**src/rtl/seq_mul_ctrl.sv**
```systemverilog
// Sequential shift-and-add 32x32 multiplier controller (low 32 product bits).
// Drives an external shared adder and returns the product one bit per RUN cycle.
module seq_mul_ctrl (
    input  logic        clk,
    input  logic        rst_n,
    input  logic        start_i,
    input  logic        abort_i,
    input  logic [31:0] multiplicand_i,
    input  logic [31:0] multiplier_i,
    output logic [31:0] adder_a_o,
    output logic [31:0] adder_b_o,
    input  logic [31:0] adder_sum_i,
    output logic        busy_o,
    output logic        done_o,
    output logic [31:0] result_o
);

    localparam logic [1:0] IDLE = 2'd0;
    localparam logic [1:0] RUN  = 2'd1;
    localparam logic [1:0] DONE = 2'd2;

    logic [1:0]  state_q,  state_d;
    logic [31:0] acc_q,    acc_d;
    logic [31:0] mcand_q,  mcand_d;
    logic [31:0] mplier_q, mplier_d;
    logic [4:0]  cnt_q,    cnt_d;
    logic [31:0] result_q, result_d;

    assign adder_a_o = acc_q;
    assign adder_b_o = (state_q == RUN && mplier_q[0]) ? mcand_q : 32'd0;
    assign busy_o    = (state_q == RUN) || (state_q == DONE);
    assign done_o    = (state_q == DONE);
    assign result_o  = result_q;

    always_comb begin
        state_d  = state_q;
        acc_d    = acc_q;
        mcand_d  = mcand_q;
        mplier_d = mplier_q;
        cnt_d    = cnt_q;
        result_d = result_q;
        case (state_q)
            IDLE: begin
                if (start_i) begin
                    mcand_d  = multiplicand_i;
                    mplier_d = multiplier_i;
                    acc_d    = 32'd0;
                    cnt_d    = 5'd0;
                    state_d  = RUN;
                end
            end
            RUN: begin
                // Abort wins over completion and leaves acc/result untouched.
                if (abort_i) begin
                    state_d = IDLE;
                end else begin
                    acc_d    = adder_sum_i;
                    mcand_d  = mcand_q << 1;
                    mplier_d = mplier_q >> 1;
                    cnt_d    = cnt_q + 5'd1;
                    if ((mplier_q >> 1) == 32'd0 || cnt_q == 5'd31) begin
                        state_d  = DONE;
                        result_d = adder_sum_i;
                    end
                end
            end
            DONE: begin
                state_d = IDLE;
            end
            default: begin
                state_d = IDLE;
            end
        endcase
    end

    always_ff @(posedge clk or negedge rst_n) begin
        if (!rst_n) begin
            state_q  <= IDLE;
            acc_q    <= 32'd0;
            mcand_q  <= 32'd0;
            mplier_q <= 32'd0;
            cnt_q    <= 5'd0;
            result_q <= 32'd0;
        end else begin
            state_q  <= state_d;
            acc_q    <= acc_d;
            mcand_q  <= mcand_d;
            mplier_q <= mplier_d;
            cnt_q    <= cnt_d;
            result_q <= result_d;
        end
    end

endmodule

```
**config.mk**
```make
export PLATFORM = sky130hd
export DESIGN_NAME = seq_mul_ctrl
export DESIGN_NICKNAME = d
export VERILOG_FILES = /design/src/rtl/seq_mul_ctrl.sv
export SDC_FILE = /design/constraint.sdc
export NUM_CORES = 1
export LEC_CHECK = 0
export BUFFER_PORTS_ARGS = -buffer_cell sky130_fd_sc_hd__buf_2
export CELL_PAD_IN_SITES_DETAIL_PLACEMENT = 1
export CELL_PAD_IN_SITES_GLOBAL_PLACEMENT = 1
export CORE_ASPECT_RATIO = 1.1
export CORE_MARGIN = 3
export CORE_UTILIZATION = 36
export DETAILED_ROUTE_END_ITERATION = 8
export GPL_ROUTABILITY_DRIVEN = 0
export MAX_ROUTING_LAYER = met4
export PLACE_DENSITY_LB_ADDON = 0.25
export SLEW_MARGIN = 20
export SYNTH_ARGS = -nofsm -noshare
export SYNTH_HDL_FRONTEND = slang
export SYNTH_SLANG_ARGS = --single-unit
```
**constraint.sdc**
```tcl
create_clock -name clk -period 2 [get_ports clk]
set_input_delay 0.1 -clock clk [delete_from_list [all_inputs] [get_ports clk]]
set_output_delay 0.1 -clock clk [all_outputs]
set_load 0.1 [all_outputs]
```
==> flow_summary.ini <==
[route]
wl_per_cell_um = 19.7
drtIter0Drc = 308
routed_via_density = 5.48
drtAntennaViolNets = 0
dr.pass1.iters = 4
post-route-drc-count = 0
vias = 6635
wirelength_mm = 23.8

[clock_tree]
clkTransAtPathRegs_ns = 0.06
cts_htree_levels = 4
cts_buffers = 17
cts_buffer_depth = 2
cts.sinks = 135
cts_tree = done
cts_root_buffer = clkbuf_16
clk_latency_ns = 0.42

[synthesis]
synth-simple-area-share_pct = 22.0
synth.mux.area_fraction_pct = 5.28
synth_top_family_by_area = simple AND/OR/NAND/NOR gates
synth_compound_area_share_pct = 16.0
postSynthCellCount = 693
synth.area.top_cells = dfrtp_1 (51%), and3_1 (6.2%), nand2_1 (5.1%)
yosys.area.top_type = dfrtp_1
synth_edf_count = 0
syn_nets = 798
syn-mean-instance-area_sq_um = 9.60
yosysSeqAreaShare_pct = 50.8
synth_cell_types = 33
synthFlopType = dfrtp_1
synth_most_common_cell = dfrtp_1
ys_warn_count = 0
synth_common_cells = dfrtp_1 (135), nand2_1 (91), and3_1 (66)
yosys.area_share.adder_pct = 0.940
synth-seq-cells = 135
syn-cell-area_sq_um = 6650
synthArstFlopShare_pct = 100
synth_top_area_share_pct = 50.8
synth_xor_area_share_pct = 0.263

[global_route]
antenna_found_initial = 0
grt-ovfl-total = 0
grt_max_degree = 51
grt_pass1_vias = 7289
gr-usage-all-layers_pct = 24.2
grt_pass1_wl_mm = 38.0

[worst_setup_path]
path_max_fanout = 34
cp.required_ns = 2.31
arrival_ns = 2.24
cp_slowest_cell = nor4_1
endpoint_kind = flop
path_delay_family = simple AND/OR/NAND/NOR gates
cp_num_buf_inv = 1
cp_cell_sequence = nor4_1 -> and4_1 -> buf_12 -> a2111oi_0 -> a211oi_1
worstSetupPathType = reg -> reg
cp-start-kind = flop
max_stage_delay_ns = 0.48

[layout]
fillers = 1942
final_cells = 1210
fin_nets = 1064
fin_util_pct = 56.0
area_growth_pct = 50.8
antennaDiodeCount = 0
drive_gt1_share_pct = 30.6

[power_and_ir_drop]
sequentialPowerShare_pct = 29.2
ir_drop_mv = 0.680
p_leak_nw = 4.69
combPwrFrac_pct = 49.0
powerDensity_nw_per_um2 = 1450
p_sw_mw = 6.82
swShare_pct = 46.8
pwr-share-clk_pct = 21.8
power.internal_mw = 7.76

[sta]
hold_violations = 1
clock_skew_ns = 0.0145
grt_setup_unrepaired = no
maxSlewViolCount = 0
relSlewSlack_pct = 64.4
max_freq_mhz = 519
fin_crit_ns = 1.93
hold-worst-slack_ns = -0.00145
tightest_slew_ns = 0.537
period_share_pct = 96.4
setup_tns_ns = 0
setup_viol = 0

[job]
maxCapViolCount = 0

[die]
initial_core_util_pct = 37.1
fp.coreArea_sq_um = 17900
num_rows = 51
die_area_sq_um = 20200
die_h_um = 149
die_w_um = 136
io_pins = 198

[run_status]
violations = negative hold slack
status = finished with violations

[place]
dp.cells = 1087
place.port_buffers = 197
hpwlAfterDp_mm = 15.0

[hold_path]
hold_path.class = in -> reg
kinds of logic (layout without fill, tap and decap cells):
| logic type | after synthesis | after routing |
|---|---|---|
| AO/OA/AOI/OAI | 167 | 167 |
| XOR/XNOR | 2 | 2 |
| adder cells (fa/ha/maj) | 5 | 5 |
| buffers and inverters | 71 | 350 |
| flip-flops | 135 | 135 |
| multiplexers | 35 | 35 |
| AND/OR/NAND/NOR | 278 | 278 |
power by group through the flow:
stage	Sequential [mW]	Combinational (mW)	Clock (mW)
finish	4.26	7.14	3.18
detailed placement	4.26	6.80	0
global placement	4.20	6.57	0
floorplan	5.73	3.37	0
CTS	4.24	7.05	3.25
global route	4.38	7.61	3.38
cells in the final DEF, fill, tap and decap left out, drive strengths merged, types with 34 or more instances in the layout:
| cell | n |
|---|---|
| nand3 | 34 |
| nand4 | 34 |
| a22o | 36 |
| nand2 | 91 |
| dfrtp | 135 |
| o21ai | 67 |
| buf | 225 |
| mux2i | 34 |
| and3 | 66 |
| dlygate4sd3 | 88 |
metrics by stage:
stage,hold slack [ns],worst slack [ns],total power [mW],area [sq um]
3_5_place_dp,0.0396,0.0939,11.1,8480
6_report,-0.00145,0.0728,14.6,10000
5_1_grt,0.0376,0.00569,15.4,10000
2_1_floorplan,-0.196,0.165,9.09,6690
3_3_place_gp,0.0307,0.188,10.8,8480
4_1_cts,0.00751,0.0439,14.5,9990
final cells by class:
cell class              count  area [sq um]  share of cell area [%]
inverters                   3          11.3                   0.112
clock inverters            13           145                    1.45
clock buffers              19           453                    4.51
repair buffers            315          2740                    27.3
multi-input cells         487          3010                    30.0
flip-flops and latches    135          3380                    33.7
well taps                 238           298                    2.97
path summary, 6_finish.rpt:
check | startpoint | end | slack (ns) | cells after the start
worst min register to register | adder_a_o[10] | adder_a_o[10] | 0.49 | 1
worst max-delay path | mplier_q[19] | state_q[0] | 0.07 | 5
min in group asynchronous | rst_n | adder_a_o[6] | 0.17 | 2
max in group asynchronous | rst_n | mplier_q[13] | 1.19 | 3
worst min-delay path | multiplier_i[20] | mplier_q[20] | -0.001 | 3
worst max register to register | mplier_q[19] | state_q[0] | 0.07 | 5
sequential cells by signal, summed over array words and instances (netlist names):
name,flops
result_o,32
mcand_q,32
cnt_q,5
state_q,2
adder_a_o,32
mplier_q,32
what timing repair did:
item                       4_1_cts  5_1_grt
hold endpoints to repair       210        0
setup endpoints to repair       32       87
hold buffers                    88        0
gates resized for setup          0        3
buffers inserted                 0        1
cloned                           1        1
metal layers:
metal | up-vias | track usage (%) | part of all wire, %
li1 | 3041 | - | -
met1 | 3338 | 29.0 | 41
met2 | 215 | 40.3 | 51
met3 | 41 | 5.18 | 5.6
met4 | 0 | 9.07 | 2.0
met5 | - | - | 0
tightest hold or removal path, stage by stage:
cell,delay [ns]
buf_2,0.08
mux2i_1,0.05
o21ai_0,0.14
Note: power is estimated with default switching activity, not from simulation.
